===== config.mk =====
export PLATFORM = sky130hd
export DESIGN_NAME = conv_result_writer
export DESIGN_NICKNAME = d
export VERILOG_FILES = /design/src/rtl/conv_result_writer.sv
export SDC_FILE = /design/constraint.sdc
export NUM_CORES = 1
export LEC_CHECK = 0
export BUFFER_PORTS_ARGS = -buffer_cell sky130_fd_sc_hd__buf_4
export CAP_MARGIN = 20
export CORE_ASPECT_RATIO = 1.2
export CORE_MARGIN = 2
export CORE_UTILIZATION = 45
export CTS_BUF_LIST = sky130_fd_sc_hd__clkbuf_4 sky130_fd_sc_hd__clkbuf_8 sky130_fd_sc_hd__clkbuf_16
export DETAILED_ROUTE_END_ITERATION = 6
export PLACE_DENSITY = 0.6
export SLEW_MARGIN = 10
export SYNTH_ARGS = -nofsm -noshare
export SYNTH_HDL_FRONTEND = slang
export SYNTH_SLANG_ARGS = --single-unit

===== constraint.sdc =====
create_clock -name clk -period 5.8 [get_ports clk]
set_input_delay 0.29 -clock clk [delete_from_list [all_inputs] [get_ports clk]]
set_output_delay 0.29 -clock clk [all_outputs]
set_load 0.02 [all_outputs]

===== src/rtl/conv_result_writer.sv =====
`default_nettype none
// ============================================================================
// Module      : conv_result_writer
// Description : Buffers filtered pixels from the convolution stage in a small
//               FIFO and writes them to the output SRAM in serpentine scan
//               order (even rows left->right, odd rows right->left).
//               Signals frame completion with a one-cycle pulse.
// Revision    : 1.0 - initial release
// ============================================================================
module conv_result_writer #(
  parameter int X_MAX       = 60,
  parameter int Y_MAX       = 60,
  parameter int PIXEL_DEPTH = 8,
  parameter int FIFO_DEPTH  = 4
) (
  input  logic                     clk,
  input  logic                     n_rst,
  input  logic                     new_trans,
  input  logic [$clog2(X_MAX):0]   max_x,
  input  logic [$clog2(Y_MAX):0]   max_y,
  input  logic                     result_valid,
  input  logic [PIXEL_DEPTH-1:0]   result_pixel,
  output logic                     result_ready,
  input  logic                     sram_busy,
  output logic [$clog2(X_MAX):0]   x_addr_out,
  output logic [$clog2(Y_MAX):0]   y_addr_out,
  output logic                     wen_out,
  output logic [PIXEL_DEPTH-1:0]   wdat_out,
  output logic                     frame_done,
  output logic                     busy
);

  localparam int c_xw = $clog2(X_MAX) + 1;
  localparam int c_yw = $clog2(Y_MAX) + 1;
  localparam int c_cw = $clog2(X_MAX * Y_MAX) + 1;
  localparam int c_pw = $clog2(FIFO_DEPTH);
  localparam logic [c_pw:0]     c_fifo_full = (c_pw + 1)'(FIFO_DEPTH);
  localparam logic [c_xw-1:0]   c_x_one     = c_xw'(1);
  localparam logic [c_yw-1:0]   c_y_one     = c_yw'(1);

  typedef enum logic [1:0] {
    S_IDLE = 2'd0,
    S_RUN  = 2'd1,
    S_DONE = 2'd2
  } state_t;

  state_t                  r_state;
  logic [c_xw-1:0]         r_max_x;
  logic [c_yw-1:0]         r_max_y;
  logic [c_xw-1:0]         r_x;
  logic [c_yw-1:0]         r_y;
  logic                    r_dir_left;
  logic [c_cw-1:0]         r_total;
  logic [c_cw-1:0]         r_accepted;
  logic [PIXEL_DEPTH-1:0]  r_mem [FIFO_DEPTH];
  logic [c_pw-1:0]         r_wr_ptr;
  logic [c_pw-1:0]         r_rd_ptr;
  logic [c_pw:0]           r_count;

  logic w_ready;
  logic w_push;
  logic w_pop;
  logic w_at_end;
  logic w_dims_ok;

  // Ready depends only on registered state, so valid/busy never loop back into it
  assign w_ready      = (r_state == S_RUN) && (r_count < c_fifo_full) && (r_accepted < r_total);
  assign result_ready = w_ready;
  assign w_push       = result_valid && w_ready;
  assign w_pop        = (r_state == S_RUN) && (r_count != '0) && !sram_busy;
  assign w_dims_ok    = (max_x != '0) && (max_y != '0);
  assign busy         = (r_state != S_IDLE);

  // Last pixel of the frame: bottom row, at the column where that row's walk ends
  assign w_at_end = (r_y == r_max_y - c_y_one) &&
                    (r_x == (r_max_y[0] ? r_max_x - c_x_one : '0));

  // FIFO storage; data needs no reset because occupancy is tracked separately
  always_ff @(posedge clk) begin
    if (w_push && !new_trans) begin
      r_mem[r_wr_ptr] <= result_pixel;
    end
  end

  // Control FSM, FIFO pointers, scan position and registered write port
  always_ff @(posedge clk or negedge n_rst) begin
    if (!n_rst) begin
      r_state    <= S_IDLE;
      r_max_x    <= '0;
      r_max_y    <= '0;
      r_x        <= '0;
      r_y        <= '0;
      r_dir_left <= 1'b0;
      r_total    <= '0;
      r_accepted <= '0;
      r_wr_ptr   <= '0;
      r_rd_ptr   <= '0;
      r_count    <= '0;
      wen_out    <= 1'b0;
      wdat_out   <= '0;
      x_addr_out <= '0;
      y_addr_out <= '0;
      frame_done <= 1'b0;
    end else begin
      wen_out    <= 1'b0;
      frame_done <= 1'b0;
      if (new_trans) begin
        // A new frame discards anything in flight, including this cycle's push/pop
        r_wr_ptr   <= '0;
        r_rd_ptr   <= '0;
        r_count    <= '0;
        r_x        <= '0;
        r_y        <= '0;
        r_dir_left <= 1'b0;
        r_accepted <= '0;
        r_max_x    <= max_x;
        r_max_y    <= max_y;
        r_total    <= c_cw'(max_x) * c_cw'(max_y);
        // An empty frame would never complete, so it parks the writer in IDLE
        r_state    <= w_dims_ok ? S_RUN : S_IDLE;
      end else begin
        case (r_state)
          S_RUN: begin
            if (w_push) begin
              r_wr_ptr   <= r_wr_ptr + 1'b1;
              r_accepted <= r_accepted + 1'b1;
            end
            if (w_pop) begin
              r_rd_ptr   <= r_rd_ptr + 1'b1;
              wen_out    <= 1'b1;
              wdat_out   <= r_mem[r_rd_ptr];
              x_addr_out <= r_x;
              y_addr_out <= r_y;
              if (r_dir_left) begin
                if (r_x == '0) begin
                  r_y        <= r_y + c_y_one;
                  r_dir_left <= 1'b0;
                end else begin
                  r_x <= r_x - c_x_one;
                end
              end else begin
                if (r_x == r_max_x - c_x_one) begin
                  r_y        <= r_y + c_y_one;
                  r_dir_left <= 1'b1;
                end else begin
                  r_x <= r_x + c_x_one;
                end
              end
              if (w_at_end) begin
                r_state <= S_DONE;
              end
            end
            if (w_push && !w_pop) begin
              r_count <= r_count + 1'b1;
            end else if (!w_push && w_pop) begin
              r_count <= r_count - 1'b1;
            end
          end
          S_DONE: begin
            frame_done <= 1'b1;
            r_state    <= S_IDLE;
          end
          default: begin
            r_state <= S_IDLE;
          end
        endcase
      end
    end
  end

endmodule
`default_nettype wire


Yosys cells after proc, flatten, opt, wreduce, memory -nomap -nowiden
Memories as Yosys holds them, arrays and structs flattened. A register that Yosys moved wholly into a read port is not among the register bits.
Index checks and enable logic that the tools add are counted.

operators by class
  $add $sub $neg = 10
  multiply operators = 1
  $lt $le $gt $ge = 2
  equal/unequal tests = 10
  muxes and demuxes = 44
  bitwise logic cells = 1
  reduce and logical (&&, ||, !) cells = 32

operators with widths
  cell                                                                      number
  7-bit 2-to-1 mux                                                          13
  13-bit 2-to-1 mux                                                         3
  7-bit == test                                                             3
  7-bit by 1-bit subtractor with 7-bit output (second input constant)       3
  2-bit 2-to-1 mux                                                          10
  7-bit by 1-bit adder with 7-bit output (second input constant)            2
  1-bit 2-to-1 mux                                                          14
  7-bit nonzero test                                                        2
  13-bit by 1-bit adder with 13-bit output (second input constant)          1
  13-bit less-than comparator                                               1
  7-bit by 7-bit multiplier with 13-bit output                              1
  3-bit 2-to-1 mux                                                          4
  3-bit inequality test (second input constant)                             4
  1-bit logical AND                                                         10
  3-bit nonzero test                                                        3
  2-bit AND reduction                                                       4
  4-bit AND reduction                                                       2
  2-bit nonzero test                                                        4
  7-bit logical NOT                                                         1
  1-bit logical NOT                                                         5
  2-bit by 1-bit adder with 2-bit output (second input constant)            2
  3-bit by 1-bit adder with 3-bit output (second input constant)            1
  3-bit less-than comparator (second input constant)                        1
  3-bit by 2-bit inequality test with 1-bit output (second input constant)  1
  other kinds (5)                                                           5

storage, ports and cells
  register bits after elaboration = 80
  memory bits (writable) = 32
  output and inout port bits = 26
  word-level logic and storage cells = 116
  memories kept = 1

memories
  name   depth  width  read ports  clocked after Yosys merged registers in  write ports  RTL line  source
  r_mem  4      8      1           1                                        1            55        logic [PIXEL_DEPTH-1:0] r_mem [FIFO_DEPTH];

Depth between registers and ports, before layout
  depth after elaboration = 10
  depth in mapped cells = 17

Least setup slack after synthesis
Ideal clock, no wire load.

  path kind = in2reg
  start point = input max_y[6]
  end point = register r_total[12]
  data arrival time = 4.003 ns
  setup slack = 1.681 ns
  cell stages on the path = 15
  buffers on the path = 1
  cells stage by stage = clkbuf_1 nand2_1 fa_1 fa_1 inv_1 fa_1 inv_1 fa_1 inv_1 ha_1 inv_1 o21ai_0 a21o_1 a31o_2 o311ai_0

between the ends
  cells in the longest elaborated chain, start to end = 1

RTL lines
  item                                          RTL line  source
  from (decl)                                   20        input logic [$clog2(Y_MAX):0] max_y,
  7-bit by 7-bit multiplier with 13-bit output  118       r_total <= c_cw'(max_x) * c_cw'(max_y);
  to (signal assigned)                          118
  to (decl)                                     53        logic [c_cw-1:0] r_total;

No other way between the ends.
A chain may end at the register's enable or synchronous reset.

Worst setup path after layout
  start point = input max_x[0]
  end point = register r_total[12]

between the ends
  cells in the longest elaborated chain, start to end = 1

RTL lines
  item                                          RTL line  source
  from (decl)                                   19        input logic [$clog2(X_MAX):0] max_x,
  7-bit by 7-bit multiplier with 13-bit output  118

No other way between the ends.

==> run summary <==
post_cts resized: 0
Final nets: 830
pin count of the biggest net entering global routing: 85
Crit path arrival time: 4.13 ns
met1 Use GR: 27.0%
worst reg2reg startpoint: r_accepted[6]$_DFFE_PN0P_
area of the mapped netlist: 7530 sq um
Final Hold Vio Count: 0
Design Area, Final: 8710 sq um
io pins: 53
mux cell area share after synthesis: 7.97%
end of the worst register-to-register path: r_mem[0][7]$_DFFE_PP_
clock skew: 0.0142 ns
routability cong.: 0.781
die height: 146 um
via count: 5255
Fill cells: 1460
worst-margin pin slew: 0.916 ns
placed insts: 915
Port Buf Inserts: 52
Tot GR Track Use: 19.9%
initial drt markers: 242
Clock Latency Late Sink: 0.43 ns
Yosys top cell by area: dfrtp_1
Main synth FF type: dfrtp_1
Lkg Pwr: 3.92 nW
hold_buf cts: 1
Fin Setup TNS: 0 ns
Via-to-Cell Ratio: 5.54
WHS: 0.0595 ns
DIE AREA: 17800 sq um
total CTS buffers: 17
worst setup path endpoint: r_total[12]$_DFFE_PN0P_
routed wire length per instance: 17.4 um
number of synthesized flops with an enable pin: 32
Crit. End Element: register
ant diodes: 0
Post-CTS Setup Bufs: 0
DRT Pass-1 Iters: 5
DRC violation count after routing: 0
layout cells sized above 1: 19.4%
first-pass GRT wire length: 27.8 mm
Reg clk slew, reported paths: 0.06 ns
Synth Warn #: 0
CP Launch Point: max_x[0]
outcome: completed
post-synth cell types: 62
Worst Reg-to-Reg Cells: 7
chip width: 122 um
synth-to-layout area growth: 15.7%
Final Cycle Share: 66.2%
Simple-Gate Fraction of Synth Area: 13.7%
Min-Delay Path Class: input pin to register
initial antenna violation count: 0
Worst Path Max Fanout: 9
FF+latch count, synth: 120
RSZ-0062 raised after global routing: false
XOR/XNOR share of the synthesized area: 6.10%
post-synthesis adder-cell area fraction: 15.8%
largest family of logic cells by synthesized area: adder cells
max-slew violation count: 0
synth top area cells: dfrtp_1, edfxtp_1, ha_1
H-tree levels: 4
fraction of registers with async set/reset: 73.3%
maximum vdd drop: 203 uV
Worst slew margin: 38.9%
root buf cell: clkbuf_16
DPL Wire Length: 11.7 mm
GRT busiest layer: met2
syn_nets: 777
CTS tree: built
worst-case clock buffer depth: 2
met2 Use GR: 31.4%
grt total ovfl: 0
Initial Utilization: 46.1%
Final setup viols: 0
Avg Cell Area, Syn: 11.2 sq um
Compound-Gate Fraction of Synth Area: 10.6%
Gate Count Post-Synth: 670
post-synthesis sequential area ratio: 42.0%
Routed Antenna Nets: 0
std cell rows: 51
FMAX: 260 MHz
GRT met3 Usage: 3.68%
# clock sinks: 120
number of global-route vias before repair: 5502
Core Box Area: 16300 sq um
pwr dens: 328 nW/um^2
WL final: 16.5 mm
Critical Path RT: 6.09 ns
fin crit period: 3.84 ns
Reg2Reg Setup Slack: 2.82 ns
Setup Crit Path Kind: input pin to register
max-cap violation count: 0
Post-DP Area: 8120 sq um
Setup crit start kind: input pin
Non-Filler Instances: 948
top cell type's share of synthesized area: 29.2%
==> where the power goes <==
part / total [W] / internal, W / leakage, nW / switching [W]
Sequential: 0.00103 / 0.000963 / 1.44 / 0.0000685
Combinational: 0.000783 / 0.000350 / 2.20 / 0.000433
Clock: 0.00104 / 0.000619 / 0.282 / 0.000425
==> worst min-delay path by stage <==
stage                          startpoint                 endpoint  cells after the start
after floorplan                     n_rst     frame_done$_DFF_PN0_                      0
after global placement              n_rst  wdat_out[6]$_DFFE_PN0P_                      1
after detailed placement            n_rst  wdat_out[6]$_DFFE_PN0P_                      1
after CTS                 result_pixel[1]    r_mem[3][1]$_DFFE_PP_                      1
after global routing      result_pixel[1]    r_mem[1][1]$_DFFE_PP_                      1
final                     result_pixel[1]    r_mem[3][1]$_DFFE_PP_                      1
==> layout by cell type, fill, tap and decap left out, types with 25 or more instances in the layout <==
cell type and n:
dfrtp_1 88, ha_1 55, inv_1 54, buf_4 54, nand2_1 49, mux2_2 32, edfxtp_1 32, a21oi_1 29
and2_1 28, xnor2_1 27, nor2_1 25, fa_1 25
==> worst max-delay path: stages <==
cell	delay (ns)
buf_4	0.14
nand2_1	0.09
fa_1	0.53
fa_1	0.55
inv_1	0.06
fa_1	0.53
inv_1	0.05
fa_1	0.53
inv_1	0.04
ha_1	0.32
inv_1	0.10
o21ai_0	0.13
a21o_1	0.20
a31o_2	0.25
o311ai_0	0.33
==> layout make-up <==
class / count / area, sq um / share of cell area (%)
Inverter: 54 / 203 / 2.33
Clock buffer: 19 / 447 / 5.13
Timing Repair Buffer: 55 / 415 / 4.77
Clock inverter: 13 / 135 / 1.55
Tap cell: 212 / 265 / 3.04
Multi-Input combinational cell: 475 / 4090 / 46.9
Sequential cell: 120 / 3160 / 36.3
==> synth_stat cells, types with 3 or more instances <==
cell,n
mux2_2,32
o211ai_1,6
o311ai_0,3
nand3_1,16
a21oi_1,29
o31ai_1,9
or4_1,10
clkbuf_1,13
ha_1,55
xnor3_1,4
buf_2,4
nor2_1,26
mux4_2,8
o21ai_0,22
a22oi_1,3
xor2_1,12
o21a_1,4
and2_1,28
mux2i_1,6
and3_1,7
a21o_1,12
nand2_1,49
inv_1,54
a31o_2,4
nor4_1,6
a211oi_1,5
o21bai_1,4
nor3b_1,4
or3_1,5
nand2b_1,6
nor3_1,9
fa_1,25
edfxtp_1,32
and4_1,3
nor4bb_1,3
xnor2_1,27
buf_1,4
dfrtp_1,88
==> sequential cells by signal, summed over array words and instances, names as in the netlist <==
name and cells:
r_max_y 7, r_x 7, r_total 13, r_mem 32, r_y 7, r_rd_ptr 2, r_dir_left 1, frame_done 1
r_count 3, r_max_x 7, wen_out 1, r_wr_ptr 2, r_state 2, x_addr_out 7, r_accepted 13, y_addr_out 7
wdat_out 8
==> routing by layer <==
metal | vias up | part of all wire [%]
li1 | 2506 | -
met4 | 0 | 2.0
met3 | 27 | 3.0
met2 | 81 | 50
met1 | 2641 | 45
met5 | - | 0
==> per-stage QoR <==
stage	total power, W	util, %	worst slack, ns
after floorplan	0.00159	-	1.68
after global placement	0.00181	49.7	1.63
after detailed placement	0.00183	49.7	1.56
after CTS	0.00289	53.3	1.95
after global routing	0.00303	53.3	1.70
final	0.00286	53.3	1.96
==> cell families (layout without fill, tap and decap cells) <==
family                     after synthesis  in the layout
adders and majority gates               80             80
AOI/OAI and AO/OA                      118            118
DFF                                    120            120
muxes                                   46             46
and+or+nand+nor                        187            187
xor gates and xnor gates                44             44
buffers and inverters                   75            141
Power figures use the tool's default switching activity.
